### src/rtl/segment_shift_driver.sv
// Serial driver for a chain of 7-segment shift registers: shifts a NUM_DIGITS*SEG_BITS
// image out on data/clk with a programmable bit order, then pulses the latch line.
module segment_shift_driver #(
  parameter int NUM_DIGITS   = 4,
  parameter int SEG_BITS     = 8,
  parameter int CLK_DIV      = 4,
  parameter int LATCH_CYCLES = 2
) (
  input  logic                           i_clk,
  input  logic                           i_reset,
  input  logic                           i_en,
  input  logic                           i_load,
  input  logic [NUM_DIGITS*SEG_BITS-1:0] i_data,
  input  logic                           i_blank,
  input  logic                           i_lsb_first,
  output logic                           o_busy,
  output logic                           o_done,
  output logic                           o_serial_data,
  output logic                           o_serial_clk,
  output logic                           o_serial_latch
);

  localparam int TOTAL   = NUM_DIGITS * SEG_BITS;
  localparam int BIT_W   = (TOTAL > 1) ? $clog2(TOTAL) : 1;
  localparam int CNT_MAX = (CLK_DIV > LATCH_CYCLES) ? CLK_DIV : LATCH_CYCLES;
  localparam int CNT_W   = (CNT_MAX > 1) ? $clog2(CNT_MAX) : 1;

  localparam logic [BIT_W-1:0] LAST_BIT  = BIT_W'(TOTAL - 1);
  localparam logic [CNT_W-1:0] DIV_LAST  = CNT_W'(CLK_DIV - 1);
  localparam logic [CNT_W-1:0] LAT_LAST  = CNT_W'(LATCH_CYCLES - 1);

  typedef enum logic [1:0] {IDLE, SHIFT_LO, SHIFT_HI, LATCH} state_e;

  state_e           state_q;
  logic [TOTAL-1:0] sr_q;
  logic             lsb_first_q;
  logic [BIT_W-1:0] bit_q;
  logic [CNT_W-1:0] div_q;

  logic [TOTAL-1:0] load_img_d;
  logic [TOTAL-1:0] sr_shift_d;
  logic             first_bit_d;
  logic             next_bit_d;

  // Zero fill means the register is empty once every bit has gone out.
  always_comb begin
    load_img_d  = i_blank ? '0 : i_data;
    sr_shift_d  = lsb_first_q ? (sr_q >> 1) : (sr_q << 1);
    first_bit_d = i_lsb_first ? load_img_d[0] : load_img_d[TOTAL-1];
    next_bit_d  = lsb_first_q ? sr_shift_d[0] : sr_shift_d[TOTAL-1];
  end

  // NOTE: all state and registered outputs use <= so every register samples
  // the pre-edge values; mixing in = here would create order-dependent logic.
  always_ff @(posedge i_clk) begin
    // NOTE: reset is checked before i_en so an abort works even while frozen.
    if (i_reset) begin
      state_q        <= IDLE;
      sr_q           <= '0;
      lsb_first_q    <= 1'b0;
      bit_q          <= '0;
      div_q          <= '0;
      o_busy         <= 1'b0;
      o_done         <= 1'b0;
      o_serial_data  <= 1'b0;
      o_serial_clk   <= 1'b0;
      o_serial_latch <= 1'b0;
    end else if (i_en) begin
      o_done <= 1'b0;
      case (state_q)
        IDLE: begin
          if (i_load) begin
            sr_q          <= load_img_d;
            lsb_first_q   <= i_lsb_first;
            bit_q         <= '0;
            div_q         <= '0;
            state_q       <= SHIFT_LO;
            o_busy        <= 1'b1;
            o_serial_data <= first_bit_d;
            o_serial_clk  <= 1'b0;
          end
        end
        SHIFT_LO: begin
          if (div_q == DIV_LAST) begin
            div_q        <= '0;
            state_q      <= SHIFT_HI;
            o_serial_clk <= 1'b1;
          end else begin
            div_q <= div_q + CNT_W'(1);
          end
        end
        SHIFT_HI: begin
          if (div_q == DIV_LAST) begin
            div_q        <= '0;
            sr_q         <= sr_shift_d;
            o_serial_clk <= 1'b0;
            if (bit_q == LAST_BIT) begin
              state_q        <= LATCH;
              o_serial_data  <= 1'b0;
              o_serial_latch <= 1'b1;
            end else begin
              bit_q         <= bit_q + BIT_W'(1);
              state_q       <= SHIFT_LO;
              o_serial_data <= next_bit_d;
            end
          end else begin
            div_q <= div_q + CNT_W'(1);
          end
        end
        LATCH: begin
          if (div_q == LAT_LAST) begin
            div_q          <= '0;
            state_q        <= IDLE;
            o_serial_latch <= 1'b0;
            o_busy         <= 1'b0;
            o_done         <= 1'b1;
          end else begin
            div_q <= div_q + CNT_W'(1);
          end
        end
        default: state_q <= IDLE;
      endcase
    end
  end

endmodule

### config.mk
export PLATFORM = sky130hd
export DESIGN_NAME = segment_shift_driver
export DESIGN_NICKNAME = d
export VERILOG_FILES = /design/src/rtl/segment_shift_driver.sv
export SDC_FILE = /design/constraint.sdc
export NUM_CORES = 1
export LEC_CHECK = 0
export CAP_MARGIN = 20
export CORE_ASPECT_RATIO = 0.6
export CORE_UTILIZATION = 53
export CTS_CLUSTER_DIAMETER = 60
export DETAILED_ROUTE_END_ITERATION = 10
export PLACE_DENSITY = 0.79
export SYNTH_ARGS = -nofsm -noshare
export SYNTH_HDL_FRONTEND = slang
export SYNTH_SLANG_ARGS = --single-unit
### constraint.sdc
create_clock -name i_clk -period 2.3 [get_ports i_clk]
set_clock_uncertainty 0.1 [all_clocks]
set_input_delay 0.23 -clock i_clk [delete_from_list [all_inputs] [get_ports i_clk]]
set_output_delay 0.23 -clock i_clk [all_outputs]
set_load 0.1 [all_outputs]
==> results of run 1 <==
[registers in the layout, summed over array words and instances (netlist names)]
name / count
o_serial_clk: 1
o_serial_data: 1
o_serial_latch: 1
div_q: 2
o_done: 1
state_q: 2
lsb_first_q: 1
o_busy: 1
bit_q: 5
sr_q: 32
[final timing paths]
check	startpoint	to	slack, ns	cells past startpoint
setup / recovery	bit_q[0]$_SDFFE_PP0P_	bit_q[0]$_SDFFE_PP0P_	0.27	7
hold / removal	o_done$_SDFFE_PP0P_	o_done$_SDFFE_PP0P_	0.38	2
setup reg to reg	bit_q[0]$_SDFFE_PP0P_	bit_q[0]$_SDFFE_PP0P_	0.27	7
hold reg to reg	o_done$_SDFFE_PP0P_	o_done$_SDFFE_PP0P_	0.38	2
[metal layers]
metal / vias to the layer above / track usage, % / part of all wire (%)
li1: 1132 / - / -
met5: - / 0 / 0
met4: 0 / 3.96 / 0.26
met2: 67 / 34.7 / 41
met1: 1073 / 38.3 / 54
met3: 2 / 4.47 / 5.2
[critical path, stage by stage (launching register included)]
cell	delay [ns]
sky130_fd_sc_hd__dfxtp_1	0.39
sky130_fd_sc_hd__ha_1	0.22
sky130_fd_sc_hd__and3_1	0.17
sky130_fd_sc_hd__ha_1	0.30
sky130_fd_sc_hd__inv_1	0.09
sky130_fd_sc_hd__a21boi_0	0.32
sky130_fd_sc_hd__nor3_1	0.09
sky130_fd_sc_hd__a211oi_1	0.25
[power by group through the flow]
stage,clock [W],combinational [W],sequential (W)
4_1_cts,0.000509,0.000506,0.000947
2_1_floorplan,0,0.000344,0.000981
3_5_place_dp,0,0.000503,0.000966
3_3_place_gp,0,0.000491,0.000963
6_report,0.000501,0.000506,0.000949
5_1_grt,0.000554,0.000554,0.000959
[logic make-up (layout without fill, tap and decap cells)]
group           count (synthesis)  in the layout  synth area share (%)
flops                          47             47                  35.6
mux                            35             35                  14.8
simple gates                   72             72                  12.6
compound gates                 90             90                  26.5
fa+ha+maj                       9              9                  4.26
buf+inv                        34             66                  6.25
[synth_stat cells, types with 7 or more instances]
library cell,n,area [µm²]
sky130_fd_sc_hd__a211oi_2,10,125
sky130_fd_sc_hd__buf_2,12,60.1
sky130_fd_sc_hd__a21oi_1,13,65.1
sky130_fd_sc_hd__a211oi_1,26,195
sky130_fd_sc_hd__a22oi_1,29,218
sky130_fd_sc_hd__mux2_2,32,360
sky130_fd_sc_hd__dfxtp_1,47,941
sky130_fd_sc_hd__inv_1,8,30.0
sky130_fd_sc_hd__nand2_1,7,26.3
sky130_fd_sc_hd__clkbuf_1,11,41.3
sky130_fd_sc_hd__nor2_1,41,154
sky130_fd_sc_hd__ha_1,9,113
[through the flow]
stage,cell area [µm²],std cells,worst slack [ns]
6_report,3170,382,0.270
5_1_grt,3170,382,0.103
4_1_cts,3170,382,0.290
3_5_place_dp,3090,375,0.292
3_3_place_gp,3090,375,0.373
2_1_floorplan,2640,287,0.485
[area by class of cell]
cell class | count | area (µm²) | share of cell area (%)
clock buffers | 6 | 82.6 | 2.60
clock inverters | 1 | 5.00 | 0.158
inverters | 8 | 30.0 | 0.946
multi-input cells | 206 | 1540 | 48.6
flip-flops and latches | 47 | 941 | 29.6
well taps | 63 | 78.8 | 2.48
repair buffers | 51 | 495 | 15.6
==> impl_metrics.csv, run 1 <==
group,metric,value,unit
global_routing,wire_length_of_the_first_global_routing_pass,10100,µm
power_and_ir_drop,internal_power,0.00137,W
timing,finalCritPeriodShare,88.3,%
logic_synthesis,postSynthRegisterBits,47,
clock_tree,hold_bufs_inserted_after_cts,0,
clock_tree,cts_max_level,2,
timing,holdWs,0.383,ns
clock_tree,cts.clk_slew.worst_paths,0.08,ns
floorplanning,rows,19,
timing,unrepaired_setup_endpoints_after_global_routing,"no",
clock_tree,source_to_sink_clock_delay_at_the_later_pin_of_the_worst_skew_pair,0.30,ns
clock_tree,post_cts_resize_count,0,
timing,finalWorstPathRequiredPeriod,2.03,ns
floorplanning,die_width,93.2,µm
timing,least_margin_pin_slew,0.567,ns
power_and_ir_drop,fraction_of_power_consumed_by_the_clock_network,25.6,%
finish,leading_cell_type_in_the_layout_fill_and_taps_excluded,"sky130_fd_sc_hd__dfxtp_1",
routing,final_antenna_net_count,0,
routing,first_pass_iters,5,
power_and_ir_drop,power.share.combinational,25.9,%
finish,final_core_utilization,67.8,%
logic_synthesis,asyncSetResetFlopFracSynth,0,%
setup_path,worst_ep_required_time,2.40,ns
setup_path,endpoint_kind,"register",
global_routing,first_global_vias,1999,
routing,routed_via_count,2274,
clock_tree,cts_buffer_depth,2,
routing,routedWlPerCell,16.0,µm
logic_synthesis,syn_avg_cell_area,9.21,µm²
logic_synthesis,post_synth_num_cell_types,33,
flow_run,maxCapViolations,0,
clock_tree,cts_root_buf,"sky130_fd_sc_hd__clkbuf_8",
logic_synthesis,postSynth.topFlopCell,"sky130_fd_sc_hd__dfxtp_1",
clock_tree,tritoncts.num_buffers,5,
power_and_ir_drop,ir_worst_vdd,295,µV
routing,initialDrtViolationCount,135,
floorplanning,die-area,0.00528,mm²
global_routing,grt_max_degree,70,
timing,slew_violations,0,
setup_path,critPathKind,"reg2reg",
floorplanning,die_height,56.7,µm
logic_synthesis,syn-num-nets,334,
logic_synthesis,synth.yosys.seq_area_share,35.6,%
routing,drc_errors,0,
finish,number_of_fill_cells,372,
clock_tree,cts_sinks,47,
logic_synthesis,syn_inst,287,
finish,area_growth_syn_to_layout,20.1,%
timing,max_freq,0.493,GHz
floorplanning,core,0.00468,mm²
logic_synthesis,ys.warnings.count,0,
placed_design,gp_routability_congestion,0.868,
timing,max-slew-margin-rel,62.2,%
finish,fin_nets,366,
power_and_ir_drop,design_power_total,0.00196,W
global_routing,globalRouteOverflowTotal,0,
logic_synthesis,syn_area,0.00264,mm²
placed_design,dp_hpwl,4200,µm
finish,antenna_cells,0,
timing,setup_tns,0,ns
clock_tree,cts_tree,"built",
power_and_ir_drop,power.density_cell_area,616,mW/mm²
routing,vias_per_cell,5.95,
timing,setup_viol,0,
logic_synthesis,synth-edff-count,0,
power_and_ir_drop,sw_frac_of_total,30.2,%
floorplanning,starting_density_of_the_core,56.5,%
power_and_ir_drop,power_spent_charging_and_discharging_nets,0.000590,W
setup_path,crit_path_max_fanout,7,
global_routing,grt_antenna_before_repair,0,
status,run_status,"finished, final reports clean",
power_and_ir_drop,leakage,1.15,nW
setup_path,worstPathArrival,2.13,ns
floorplanning,pin_count,43,
global_routing,global_route.usage.total,24.4,%
clock_tree,postCtsSetupBuffers,0,
min_path,timing.hold.worst.class,"reg2reg",
power_and_ir_drop,sequential_share_of_power,48.5,%
routing,drt_wl_total,6120,µm
finish,layout-drive-gt1-share,21.0,%
placed_design,port_buffers,42,
finish,layout_common_cells,"47 x sky130_fd_sc_hd__dfxtp_1, 40 x sky130_fd_sc_hd__nor2_1, 36 x sky130_fd_sc_hd__clkdlybuf4s50_1",
timing,timing.final.hold_violations,0,
setup_path,worst_setup_path_start_kind,"register",
No activity file was read; power rests on OpenSTA's default activity.
==> run 2, diff against run 1 <==
- PLACE_DENSITY: 0.79 -> not set
- PLACE_DENSITY_LB_ADDON: not set -> 0.08
==> impl_metrics.csv, run 2 (synthesized netlist as in run 1, its figures left out) <==
group,metric,value,unit
status,run_status,"finished, final reports clean",
power_and_ir_drop,ir_worst_vdd,405,µV
placed_design,port_buffers,42,
finish,leading_cell_type_in_the_layout_fill_and_taps_excluded,"sky130_fd_sc_hd__dfxtp_1",
routing,routedWlPerCell,16.2,µm
finish,layout-drive-gt1-share,21.7,%
power_and_ir_drop,internal_power,0.00134,W
timing,timing.final.ws_setup,0.271,ns
timing,finalCritPeriodShare,88.2,%
finish,fin_nets,368,
clock_tree,cts.clk_slew.worst_paths,0.09,ns
setup_path,slowest_stage,"sky130_fd_sc_hd__dfxtp_1",
setup_path,crit_path_cell_trace,"inv_1 > ha_1 > nand2b_1 > and3_2 > buf_4 > nor2_1 > a211oi_2",
global_routing,grt_max_degree,47,
setup_path,worst_ep_required_time,2.41,ns
timing,setup_viol,0,
floorplanning,starting_density_of_the_core,56.5,%
power_and_ir_drop,sw_frac_of_total,30.9,%
finish,antenna_cells,0,
min_path,timing.hold.worst_path_depth,2,
routing,routed_via_count,2238,
setup_path,critPathKind,"reg2reg",
power_and_ir_drop,power_spent_charging_and_discharging_nets,0.000600,W
min_path,timing.hold.worst.class,"in2reg",
clock_tree,cts_root_buf,"sky130_fd_sc_hd__clkbuf_8",
timing,max_freq,0.493,GHz
routing,drt_wl_total,6240,µm
power_and_ir_drop,fraction_of_power_consumed_by_the_clock_network,24.9,%
floorplanning,core,0.00468,mm²
power_and_ir_drop,sequential_share_of_power,48.9,%
routing,initialDrtViolationCount,184,
setup_path,worstPathArrival,2.14,ns
power_and_ir_drop,leakage,1.16,nW
clock_tree,cts_sinks,47,
floorplanning,pin_count,43,
global_routing,first_global_vias,2139,
timing,least_margin_pin_slew,0.527,ns
global_routing,wire_length_of_the_first_global_routing_pass,10600,µm
clock_tree,post_cts_resize_count,0,
setup_path,cp_slowest_stage_delay,0.38,ns
finish,max_flop_register,"sr_q",
routing,drc_errors,0,
clock_tree,source_to_sink_clock_delay_at_the_later_pin_of_the_worst_skew_pair,0.29,ns
setup_path,wp_depth,7,
power_and_ir_drop,power.density_cell_area,610,mW/mm²
setup_path,reg2reg_depth,7,
floorplanning,die-area,0.00528,mm²
floorplanning,rows,19,
routing,final_antenna_net_count,0,
global_routing,global_route.usage.total,25.7,%
setup_path,crit_path_max_fanout,30,
placed_design,dp_hpwl,4470,µm
finish,area_growth_syn_to_layout,20.5,%
placed_design,place_worst_setup_slack,0.317,ns
flow_run,maxCapViolations,0,
routing,first_pass_iters,4,
clock_tree,hold_bufs_inserted_after_cts,0,
finish,largest_register_ffs,32,
clock_tree,cts_tree,"built",
placed_design,gp_routability_congestion,0.855,
clock_tree,cts_buffer_depth,2,
power_and_ir_drop,power.share.combinational,26.2,%
clock_tree,tritoncts.num_buffers,5,
finish,layout_common_cells,"47 x sky130_fd_sc_hd__dfxtp_1, 40 x sky130_fd_sc_hd__nor2_1, 36 x sky130_fd_sc_hd__clkdlybuf4s50_1",
timing,unrepaired_setup_endpoints_after_global_routing,"no",
setup_path,critical-path-top-delay-family,"simple AND/OR/NAND/NOR gates",
routing,vias_per_cell,5.81,
timing,slew_violations,0,
setup_path,endpoint_kind,"register",
setup_path,worst_setup_path_start_kind,"register",
clock_tree,postCtsSetupBuffers,0,
placed_design,dpl-instance-area,0.00310,mm²
timing,finalWorstPathRequiredPeriod,2.03,ns
timing,setup_tns,0,ns
clock_tree,cts_max_level,2,
timing,max-slew-margin-rel,64.9,%
timing,timing.final.hold_violations,0,
global_routing,grt_antenna_before_repair,0,
floorplanning,die_height,56.7,µm
setup_path,timing.critical_path.buf_inv,2,
finish,final_design_area_no_fill,0.00319,mm²
floorplanning,die_width,93.2,µm
global_routing,globalRouteOverflowTotal,0,
finish,layout_top_registers,"sr_q: 32 flops, bit_q: 5 flops",
==> run 2: cell types whose count changed in the layout (fill, tap and decap cells not counted) <==
cell	previous run	this run
sky130_fd_sc_hd__clkinv_2	1	3
sky130_fd_sc_hd__clkbuf_8	6	5
sky130_fd_sc_hd__buf_4	12	14
==> run 2: worst reg2reg max path, stage by stage (launching register included) <==
cell                       delay (ns)
sky130_fd_sc_hd__dfxtp_1         0.38
sky130_fd_sc_hd__inv_1           0.11
sky130_fd_sc_hd__ha_1            0.28
sky130_fd_sc_hd__nand2b_1        0.21
sky130_fd_sc_hd__and3_2          0.26
sky130_fd_sc_hd__buf_4           0.31
sky130_fd_sc_hd__nor2_1          0.10
sky130_fd_sc_hd__a211oi_2        0.20
==> run 2: final cells by class <==
cell class / count / area, µm²
Multi-Input combinational cell: 206 / 1540
Fill cell: 381 / 1500
Sequential cell: 47 / 941
Timing Repair Buffer: 53 / 510
Tap cell: 63 / 78.8
Clock buffer: 5 / 68.8
Inverter: 8 / 30.0
Clock inverter: 3 / 15.0
==> run 2: power groups by stage <==
stage / Sequential [W] / Clock [W] / Combinational, W
finish: 0.000950 / 0.000483 / 0.000510
global route: 0.000959 / 0.000534 / 0.000564
CTS: 0.000948 / 0.000499 / 0.000511
detailed placement: 0.000967 / 0 / 0.000508
global placement: 0.000964 / 0 / 0.000499
floorplan: 0.000981 / 0 / 0.000344
==> run 2: layer usage <==
metal  wire length [µm]  track usage (%)  vias up
met1               3370             41.3     1047
met5                  0                0        -
li1                   -                -     1135
met4                 22             4.62        0
met2               2500             33.4       54
met3                349             6.91        2
==> run 2: worst paths after layout <==
path,start,end,slack [ns]
max,state_q[0]$_SDFFE_PP0P_,sr_q[8]$_SDFFE_PP0P_,0.27
max reg2reg,state_q[0]$_SDFFE_PP0P_,sr_q[8]$_SDFFE_PP0P_,0.27
min,i_reset,lsb_first_q$_SDFFE_PP0P_,0.29
min reg2reg,o_done$_SDFFE_PP0P_,o_done$_SDFFE_PP0P_,0.38
==> run 2: per-stage QoR <==
stage | util [%] | total power [W] | std cells | hold slack, ns
after CTS | 68.0 | 0.00196 | 385 | 0.274
after global routing | 68.0 | 0.00206 | 385 | 0.319
after detailed placement | 66.2 | 0.00148 | 377 | 0.370
final | 68.0 | 0.00194 | 385 | 0.286
after global placement | 66.2 | 0.00146 | 377 | 0.362
after floorplan | - | 0.00132 | 287 | 0.274
